<file path="src/rtl/ddr_rx_sequencer_if.sv">
// ddr_rx_sequencer_if
// Groups the engine, SCL-strobe, RX and read-FIFO signals of the HDR-DDR
// read-path sequencer.
//   master : the environment (engine FSM, scl_generation, RX, FIFO); drives
//            the i_* signals and observes the o_* signals.
//   slave  : the sequencer itself; samples i_* and drives o_*.
interface ddr_rx_sequencer_if;
   logic       i_engine_rd_start;
   logic       i_engine_rd_abort;
   logic       i_sclgen_scl_pos_edge;
   logic       i_sclgen_scl_neg_edge;
   logic       i_rx_mode_done;
   logic       i_rx_pre;
   logic       i_rx_error;
   logic [7:0] i_rx_data;
   logic       i_fifo_full;
   logic       o_rx_en;
   logic [3:0] o_rx_mode;
   logic [4:0] o_bitcnt;
   logic       o_fifo_wr_en;
   logic [7:0] o_fifo_wr_data;
   logic [7:0] o_word_count;
   logic       o_done;
   logic       o_error;
   logic [2:0] o_error_code;

   modport master (
      output i_engine_rd_start, i_engine_rd_abort, i_sclgen_scl_pos_edge,
             i_sclgen_scl_neg_edge, i_rx_mode_done, i_rx_pre, i_rx_error,
             i_rx_data, i_fifo_full,
      input  o_rx_en, o_rx_mode, o_bitcnt, o_fifo_wr_en, o_fifo_wr_data,
             o_word_count, o_done, o_error, o_error_code
   );

   modport slave (
      input  i_engine_rd_start, i_engine_rd_abort, i_sclgen_scl_pos_edge,
             i_sclgen_scl_neg_edge, i_rx_mode_done, i_rx_pre, i_rx_error,
             i_rx_data, i_fifo_full,
      output o_rx_en, o_rx_mode, o_bitcnt, o_fifo_wr_en, o_fifo_wr_data,
             o_word_count, o_done, o_error, o_error_code
   );
endinterface

</file>
<file path="src/rtl/ddr_rx_sequencer.sv">
// ddr_rx_sequencer
// HDR-DDR read-path sequencer: steps the RX deserializer through preamble,
// data bytes, parity, CRC token and CRC value; pushes received bytes into the
// read FIFO and reports completion or error to the engine FSM.
// Ports:
//   i_sys_clk  : system clock
//   i_sys_rst  : synchronous active-high reset
//   bus        : ddr_rx_sequencer_if.slave (engine, SCL strobes, RX, FIFO)
// Parameters:
//   MAX_WORDS  : data words accepted per transfer (1..255)
//   WD_CYCLES  : watchdog limit in clock cycles
// Optional build macro: DDR_RX_SEQ_WATCHDOG_EN compiles in the watchdog
// (error code 4). Without it the sequencer waits indefinitely.
//
// state     | meaning
// ----------+-----------------------------------------------
// S_IDLE    | waiting for i_engine_rd_start
// S_PRE     | receiving 2-bit preamble (data vs CRC word)
// S_BYTE1   | receiving first data byte
// S_BYTE2   | receiving second data byte
// S_PAR     | receiving parity bits of the data word
// S_TOK     | receiving CRC token
// S_CRC     | receiving CRC value
// S_DONE    | one-cycle good completion, o_done pulses
// S_ERR     | one-cycle error exit, o_error pulses
module ddr_rx_sequencer #(
   parameter int MAX_WORDS = 16,
   parameter int WD_CYCLES = 1024
) (
   input logic              i_sys_clk,
   input logic              i_sys_rst,
   ddr_rx_sequencer_if.slave bus
);

   localparam logic [3:0] S_IDLE  = 4'd0;
   localparam logic [3:0] S_PRE   = 4'd1;
   localparam logic [3:0] S_BYTE1 = 4'd2;
   localparam logic [3:0] S_BYTE2 = 4'd3;
   localparam logic [3:0] S_PAR   = 4'd4;
   localparam logic [3:0] S_TOK   = 4'd5;
   localparam logic [3:0] S_CRC   = 4'd6;
   localparam logic [3:0] S_DONE  = 4'd7;
   localparam logic [3:0] S_ERR   = 4'd8;

   logic [3:0] state, nxt_state;
   logic [2:0] nxt_code;
   logic       wr_fire, inc_word, state_chg, active, wd_expire;
   logic       ld_en;
   logic [3:0] ld_mode;
   logic [4:0] ld_cnt;

   assign active    = (state >= S_PRE) && (state <= S_CRC);
   assign state_chg = (nxt_state != state);

`ifdef DDR_RX_SEQ_WATCHDOG_EN
   localparam int WD_W = $clog2(WD_CYCLES + 1);
   logic [WD_W-1:0] wd_cnt;

   // Expires on the cycle the count would reach WD_CYCLES, so the ERROR
   // state lands exactly WD_CYCLES cycles after the last state entry.
   assign wd_expire = active && (wd_cnt == WD_W'(WD_CYCLES - 1));

   always_ff @(posedge i_sys_clk) begin
      if (i_sys_rst || state_chg || bus.i_rx_mode_done || !active)
         wd_cnt <= '0;
      else
         wd_cnt <= wd_cnt + 1'b1;
   end
`else
   // Watchdog compiled out: never fires for any legal WD_CYCLES.
   assign wd_expire = (WD_CYCLES < 0);
`endif

   always_comb begin
      nxt_state = state;
      nxt_code  = 3'd0;
      wr_fire   = 1'b0;
      inc_word  = 1'b0;
      case (state)
         S_IDLE: if (bus.i_engine_rd_start) nxt_state = S_PRE;
         S_DONE, S_ERR: nxt_state = S_IDLE;
         S_PRE, S_BYTE1, S_BYTE2, S_PAR, S_TOK, S_CRC: begin
            if (bus.i_engine_rd_abort) begin
               nxt_state = S_ERR;
               nxt_code  = 3'd5;
            end else if (bus.i_rx_mode_done) begin
               case (state)
                  S_PRE: begin
                     if (!bus.i_rx_pre)
                        nxt_state = S_TOK;
                     else if (bus.o_word_count == 8'(MAX_WORDS)) begin
                        nxt_state = S_ERR;
                        nxt_code  = 3'd3;
                     end else
                        nxt_state = S_BYTE1;
                  end
                  S_BYTE1, S_BYTE2: begin
                     if (bus.i_fifo_full) begin
                        nxt_state = S_ERR;
                        nxt_code  = 3'd2;
                     end else begin
                        wr_fire   = 1'b1;
                        nxt_state = (state == S_BYTE1) ? S_BYTE2 : S_PAR;
                     end
                  end
                  S_PAR: begin
                     if (bus.i_rx_error) begin
                        nxt_state = S_ERR;
                        nxt_code  = 3'd1;
                     end else begin
                        inc_word  = 1'b1;
                        nxt_state = S_PRE;
                     end
                  end
                  S_TOK, S_CRC: begin
                     if (bus.i_rx_error) begin
                        nxt_state = S_ERR;
                        nxt_code  = 3'd1;
                     end else
                        nxt_state = (state == S_TOK) ? S_CRC : S_DONE;
                  end
                  default: nxt_state = S_IDLE;
               endcase
            end else if (wd_expire) begin
               nxt_state = S_ERR;
               nxt_code  = 3'd4;
            end
         end
         default: nxt_state = S_IDLE;
      endcase
   end

   // RX enable, mode and length-1 loaded on entry to each state.
   always_comb begin
      ld_en   = 1'b0;
      ld_mode = 4'b0000;
      ld_cnt  = 5'd0;
      case (nxt_state)
         S_PRE:            begin ld_en = 1'b1; ld_mode = 4'b0000; ld_cnt = 5'd1; end
         S_BYTE1, S_BYTE2: begin ld_en = 1'b1; ld_mode = 4'b0011; ld_cnt = 5'd7; end
         S_PAR:            begin ld_en = 1'b1; ld_mode = 4'b0110; ld_cnt = 5'd1; end
         S_TOK:            begin ld_en = 1'b1; ld_mode = 4'b0111; ld_cnt = 5'd3; end
         S_CRC:            begin ld_en = 1'b1; ld_mode = 4'b1000; ld_cnt = 5'd4; end
         default:          begin ld_en = 1'b0; ld_mode = 4'b0000; ld_cnt = 5'd0; end
      endcase
   end

   always_ff @(posedge i_sys_clk) begin
      if (i_sys_rst) begin
         state              <= S_IDLE;
         bus.o_rx_en        <= 1'b0;
         bus.o_rx_mode      <= 4'b0000;
         bus.o_bitcnt       <= 5'd0;
         bus.o_fifo_wr_en   <= 1'b0;
         bus.o_fifo_wr_data <= 8'd0;
         bus.o_word_count   <= 8'd0;
         bus.o_done         <= 1'b0;
         bus.o_error        <= 1'b0;
         bus.o_error_code   <= 3'd0;
      end else begin
         state            <= nxt_state;
         bus.o_fifo_wr_en <= wr_fire;
         if (wr_fire)
            bus.o_fifo_wr_data <= bus.i_rx_data;
         bus.o_done  <= (nxt_state == S_DONE) && state_chg;
         bus.o_error <= (nxt_state == S_ERR) && state_chg;

         if (state == S_IDLE && bus.i_engine_rd_start) begin
            bus.o_word_count <= 8'd0;
            bus.o_error_code <= 3'd0;
         end else begin
            if (inc_word)
               bus.o_word_count <= bus.o_word_count + 8'd1;
            if (nxt_state == S_ERR && state_chg)
               bus.o_error_code <= nxt_code;
         end

         // A strobe coincident with a state change is dropped: reload wins.
         if (state_chg) begin
            bus.o_rx_en   <= ld_en;
            bus.o_rx_mode <= ld_mode;
            bus.o_bitcnt  <= ld_cnt;
         end else if (bus.o_rx_en && (bus.i_sclgen_scl_pos_edge || bus.i_sclgen_scl_neg_edge)
                      && bus.o_bitcnt != 5'd0) begin
            bus.o_bitcnt <= bus.o_bitcnt - 5'd1;
         end
      end
   end

endmodule

</file>
<file path="src/flat_wrapper.sv">
// flat-port wrapper written by rule: the top's interface ports become plain ports
module ddr_rx_sequencer_flat 
#(
   parameter int MAX_WORDS = 16,
   parameter int WD_CYCLES = 1024
)
  (i_sys_clk, i_sys_rst, bus_i_engine_rd_start, bus_i_engine_rd_abort, bus_i_sclgen_scl_pos_edge, bus_i_sclgen_scl_neg_edge, bus_i_rx_mode_done, bus_i_rx_pre, bus_i_rx_error, bus_i_rx_data, bus_i_fifo_full, bus_o_rx_en, bus_o_rx_mode, bus_o_bitcnt, bus_o_fifo_wr_en, bus_o_fifo_wr_data, bus_o_word_count, bus_o_done, bus_o_error, bus_o_error_code);
  ddr_rx_sequencer_if bus_i ();
  input logic i_sys_clk;
  input logic i_sys_rst;
  input wire logic [$bits(bus_i.i_engine_rd_start)-1:0] bus_i_engine_rd_start;
  input wire logic [$bits(bus_i.i_engine_rd_abort)-1:0] bus_i_engine_rd_abort;
  input wire logic [$bits(bus_i.i_sclgen_scl_pos_edge)-1:0] bus_i_sclgen_scl_pos_edge;
  input wire logic [$bits(bus_i.i_sclgen_scl_neg_edge)-1:0] bus_i_sclgen_scl_neg_edge;
  input wire logic [$bits(bus_i.i_rx_mode_done)-1:0] bus_i_rx_mode_done;
  input wire logic [$bits(bus_i.i_rx_pre)-1:0] bus_i_rx_pre;
  input wire logic [$bits(bus_i.i_rx_error)-1:0] bus_i_rx_error;
  input wire logic [$bits(bus_i.i_rx_data)-1:0] bus_i_rx_data;
  input wire logic [$bits(bus_i.i_fifo_full)-1:0] bus_i_fifo_full;
  output wire logic [$bits(bus_i.o_rx_en)-1:0] bus_o_rx_en;
  output wire logic [$bits(bus_i.o_rx_mode)-1:0] bus_o_rx_mode;
  output wire logic [$bits(bus_i.o_bitcnt)-1:0] bus_o_bitcnt;
  output wire logic [$bits(bus_i.o_fifo_wr_en)-1:0] bus_o_fifo_wr_en;
  output wire logic [$bits(bus_i.o_fifo_wr_data)-1:0] bus_o_fifo_wr_data;
  output wire logic [$bits(bus_i.o_word_count)-1:0] bus_o_word_count;
  output wire logic [$bits(bus_i.o_done)-1:0] bus_o_done;
  output wire logic [$bits(bus_i.o_error)-1:0] bus_o_error;
  output wire logic [$bits(bus_i.o_error_code)-1:0] bus_o_error_code;
  assign bus_i.i_engine_rd_start = bus_i_engine_rd_start;
  assign bus_i.i_engine_rd_abort = bus_i_engine_rd_abort;
  assign bus_i.i_sclgen_scl_pos_edge = bus_i_sclgen_scl_pos_edge;
  assign bus_i.i_sclgen_scl_neg_edge = bus_i_sclgen_scl_neg_edge;
  assign bus_i.i_rx_mode_done = bus_i_rx_mode_done;
  assign bus_i.i_rx_pre = bus_i_rx_pre;
  assign bus_i.i_rx_error = bus_i_rx_error;
  assign bus_i.i_rx_data = bus_i_rx_data;
  assign bus_i.i_fifo_full = bus_i_fifo_full;
  assign bus_o_rx_en = bus_i.o_rx_en;
  assign bus_o_rx_mode = bus_i.o_rx_mode;
  assign bus_o_bitcnt = bus_i.o_bitcnt;
  assign bus_o_fifo_wr_en = bus_i.o_fifo_wr_en;
  assign bus_o_fifo_wr_data = bus_i.o_fifo_wr_data;
  assign bus_o_word_count = bus_i.o_word_count;
  assign bus_o_done = bus_i.o_done;
  assign bus_o_error = bus_i.o_error;
  assign bus_o_error_code = bus_i.o_error_code;
  ddr_rx_sequencer #(.MAX_WORDS(MAX_WORDS), .WD_CYCLES(WD_CYCLES)) u_core (.i_sys_clk(i_sys_clk), .i_sys_rst(i_sys_rst), .bus(bus_i));
endmodule
</file>
<file path="config.mk">
export PLATFORM = sky130hd
export DESIGN_NAME = ddr_rx_sequencer_flat
export DESIGN_NICKNAME = d
export VERILOG_FILES = /design/src/rtl/ddr_rx_sequencer_if.sv /design/src/rtl/ddr_rx_sequencer.sv /design/src/flat_wrapper.sv
export SDC_FILE = /design/constraint.sdc
export NUM_CORES = 1
export LEC_CHECK = 0
export BUFFER_PORTS_ARGS = -buffer_cell sky130_fd_sc_hd__buf_4
export CORE_MARGIN = 2
export CORE_UTILIZATION = 53
export CTS_CLUSTER_SIZE = 40
export DETAILED_ROUTE_END_ITERATION = 7
export GPL_TIMING_DRIVEN = 0
export HOLD_SLACK_MARGIN = 0.05
export MAX_ROUTING_LAYER = met4
export PLACE_DENSITY = 0.92
export SYNTH_ARGS = -nofsm -noshare
export SYNTH_HDL_FRONTEND = slang
export SYNTH_SLANG_ARGS = --single-unit
</file>
<file path="constraint.sdc">
create_clock -name i_sys_clk -period 2.6 [get_ports i_sys_clk]
set_input_delay 0.13 -clock i_sys_clk [delete_from_list [all_inputs] [get_ports i_sys_clk]]
set_output_delay 0.13 -clock i_sys_clk [all_outputs]
set_load 0.02 [all_outputs]
</file>
==> qor_table.md <==
| Item | Value | Unit |
|:---|:---|:---|
| Via count of the first global-routing pass | 1,739 | - |
| Clk Tree Root Cell | clkbuf_8 | - |
| Synth Cell Area | 1988 | um2 |
| Reg clk slew, reported paths | 0.07 | ns |
| Number of max-capacitance violations reported | 0 | - |
| Detailed-routing iteration count for the pre-antenna-repair pass | 4 | - |
| Wire length of the first global-routing pass | 7721 | um |
| Sequential share of the synthesized area | 36.25 | % |
| Number of warnings printed during yosys synthesis | 0 | - |
| Number of cell rows | 22 | - |
| Maximum number of pins on one net before global-route repair | 12 | - |
| Count of cells resized by post-cts repair | 0 | - |
| Max H-tree Level | 2 | - |
| Run status | finished, final reports clean | - |
| Data required time at the worst endpoint | 2.76 | ns |
| RD Place Congestion | 0.9487 | - |
| Total via count in the routed design | 1,874 | - |
| Worst hold start | i_sys_rst | - |
| Detail-routed via count per cell | 5.594 | - |
| Overall die area | 4257 | um2 |
| Hold/Removal Path Class | input port to register | - |
| Post-detail-place hpwl | 3410 | um |
| CP top delay family | compound AO/OA/AOI/OAI gates | - |
| Post-Route Utilization | 69.25 | % |
| Source of the worst register-to-register timing path | u_core.bus.o_word_count[0] | - |
| Unrepaired setup endpoints after global routing | no | - |
| Synthesis-to-layout area growth | 26.56 | % |
| Fraction of final layout cells with drive strength greater than 1 | 27.18 | % |
| Final Hold Fails | 0 | - |
| Worst-path maximum fanout | 7 | - |
| Synth area leaders | dfxtp_1, nor2_1, mux2i_1 | - |
| Compound-Gate Fraction of Synth Area | 18.38 | % |
| Antenna violations before repair | 0 | - |
| Worst path cell trace | inv_1 -> ha_1 -> nor4b_4 -> nand4_2 -> a2111oi_4 -> nor4_1 -> a2bb2oi_1 -> o32ai_1 | - |
| Clock Tree Buf Depth | 2 | - |
| Final period demand of the worst path | 2.136 | ns |
| GRT Residual Overflow | 0 | - |
| Crit. Startpoint | u_core.bus.o_word_count[0] | - |
| Initial core utilization | 54.72 | % |
| Max Transition Viols Final | 0 | - |
| Antenna Nets Post-Route | 0 | - |
| Max stage delay cell, worst path | a2111oi_4 | - |
| Synthesized flop and latch total | 36 | - |
| Hold buffers post-CTS | 0 | - |
| Leakage power | 0.001061 | uW |
| Final routed DRC violation total | 0 | - |
| Final setup skew | 0.007398 | ns |
| Number of nets produced by synthesis | 251 | - |
| Layout filler cell count | 280 | - |
| Count of cell types in the netlist | 59 | - |
| Cell area power density | 453.9 | nW/um2 |
| Setup Fix Bufs, Post-CTS | 0 | - |
| Leading cell types by count after synthesis | dfxtp_1, nor2_1, nand2_1, inv_1, a21oi_1 | - |
| Skew-Pair Late Insertion Delay | 0.29 | ns |
| Xor-xnor portion of the synthesized cell area | 4.846 | % |
| Slack of the worst reg-to-reg path | 0.46 | ns |
| Critical path arrival | 2.29 | ns |
| Clock tree from TritonCTS | built | - |
| Synth top area share | 36.25 | % |
| Total negative slack for setup checks | 0 | ns |
| Worst slew margin relative to its limit | 66.55 | % |
| Post-DR wirelength/cell | 13.75 | um |
| Number of flops mapped to enable cells by yosys | 0 | - |
| Worst setup path category | register to register | - |
| Aggregate global-route resource usage | 23.99 | % |
| Library cell with the largest summed area after synthesis | dfxtp_1 | - |
| Mapped Cells | 229 | - |
| Nature of the critical path startpoint | register | - |
| Total of endpoints with negative setup slack in the final report | 0 | - |
| Syn_area_per_cell | 8.682 | um2 |
| Tcrit/Tclk final | 82.16 | % |
| Net count reported at finish | 308 | - |
| Die Span X | 65.25 | um |
| Most frequent cell after synthesis | dfxtp_1 | - |
| TritonCTS Sinks | 36 | - |
| Kind of end point of the critical path | register | - |
| Largest family of logic cells by synthesized area | simple AND/OR/NAND/NOR gates | - |
| Proportion of register bits with asynchronous set or reset after synthesis | 0 | % |
| Actual slew at the worst max-slew pin | 0.4972 | ns |
| Port Buffers | 49 | - |
| DRT Wirelength | 4605 | um |
| Boundary pin count | 50 | - |
| Adder-cell area share of the yosys netlist | 2.517 | % |
| Die Ht | 65.25 | um |
| Placeable core region | 3633 | um2 |
| Maximum vdd drop | 0.3323 | mV |
| Main synth FF type | dfxtp_1 | - |
| Upper clock frequency limit | 468.1 | MHz |
| Longest individual stage delay on the worst path | 0.47 | ns |
| Crit path buffers/inverters | 1 | - |
| Post-synthesis share of cell area spent on and, or, nand and nor gates | 27.88 | % |
| Clock buffers created by TritonCTS | 5 | - |
| Portion of netlist area occupied by mux cells | 5.098 | % |
| Number of DRC violations after detailed-routing iteration 0 | 190 | - |
| Final Power | 1142 | uW |
| Antenna Cells | 0 | - |
==> path summary, 6_finish.rpt <==
kind | to | depth (start not counted)
max | u_core.bus.o_bitcnt[1] | 8
min | u_core.state[0] | 2
max reg2reg | u_core.bus.o_bitcnt[1] | 8
min reg2reg | u_core.bus.o_error_code[2] | 2
==> report_power, final <==
group / leakage, uW / switching (uW) / total, uW / internal [uW]
logic: 0.000719 / 99.7 / 169 / 69.6
registers: 0.000291 / 7.08 / 568 / 560
clock network: 0.0000510 / 194 / 405 / 211
==> metal layers <==
layer  GRT usage (%)  routed length [um]  up-vias
met4           10.68                  80        0
li1                -                   -      936
met2           36.73                2190       74
met5               -                   0        -
met3           5.993                 318        8
met1           30.01                2014      856
==> cells in the final DEF, fill, tap and decap left out, types with 2 or more instances in the layout <==
master	n
buf_4	52
o21ai_0	4
dfxtp_1	36
o32ai_1	3
nor4_1	3
nor3b_1	2
and2_1	2
nand4_1	3
nor4b_4	2
a31oi_1	3
nand2b_1	2
and3_1	2
nor2b_1	2
mux2i_1	9
and4bb_1	2
a21oi_1	12
o21ai_1	5
xor2_1	6
nand3_1	8
nor2_1	33
ha_1	4
nand2_1	17
o2111ai_1	2
inv_1	14
o21bai_1	2
buf_2	2
clkbuf_8	6
clkinv_2	2
clkbuf_1	3
xnor2_1	5
o31ai_1	2
nor3_1	7
or2_1	2
==> cell families (layout without fill, tap and decap cells) <==
kind of cell             count (synthesis)  count (layout)
XOR/XNOR                                11              11
multiplexers                            10              10
buffers and inverters                   22              80
flip-flops                              36              36
adder cells (fa/ha/maj)                  4               4
AO/OA/AOI/OAI                           48              48
AND/OR/NAND/NOR                         98              98
==> cell type report <==
| type | instances | area, um2 | share of cell area, % |
|---|---|---|---|
| buffer | 8 | 47.55 | 1.890 |
| clock buffer | 6 | 82.58 | 3.282 |
| clock inverter | 2 | 10.01 | 0.3978 |
| inverter | 14 | 52.55 | 2.089 |
| multi-input combinational | 171 | 1167 | 46.39 |
| sequential | 36 | 720.7 | 28.64 |
| tap | 48 | 60.06 | 2.387 |
| timing repair buffer | 50 | 375.4 | 14.92 |
==> sequential cells by signal, summed over array words and instances, names as in the netlist <==
name	count
u_core.bus.o_fifo_wr_en	1
u_core.bus.o_rx_en	1
u_core.bus.o_bitcnt	5
u_core.bus.o_word_count	8
u_core.bus.o_done	1
u_core.bus.o_error_code	3
u_core.bus.o_error	1
u_core.state	4
u_core.bus.o_rx_mode	4
u_core.bus.o_fifo_wr_data	8
==> worst register-to-register path, cell delays in order (launching register included) <==
cell	delay (ns)
dfxtp_1	0.38
inv_1	0.09
ha_1	0.16
nor4b_4	0.24
nand4_2	0.16
a2111oi_4	0.47
nor4_1	0.13
a2bb2oi_1	0.25
o32ai_1	0.12
==> metrics by stage <==
stage | setup slack, ns | hold WS (ns) | cells | area, um2
5_1_grt | 0.2708 | 0.08211 | 335 | 2516
6_report | 0.4638 | 0.07581 | 335 | 2516
4_1_cts | 0.1708 | 0.06986 | 334 | 2509
2_1_floorplan | 0.6130 | 0.2102 | 229 | 1988
3_3_place_gp | 0.2585 | 0.3574 | 326 | 2416
3_5_place_dp | 0.2109 | 0.3653 | 326 | 2416
Note: power is estimated with default switching activity, not from simulation.
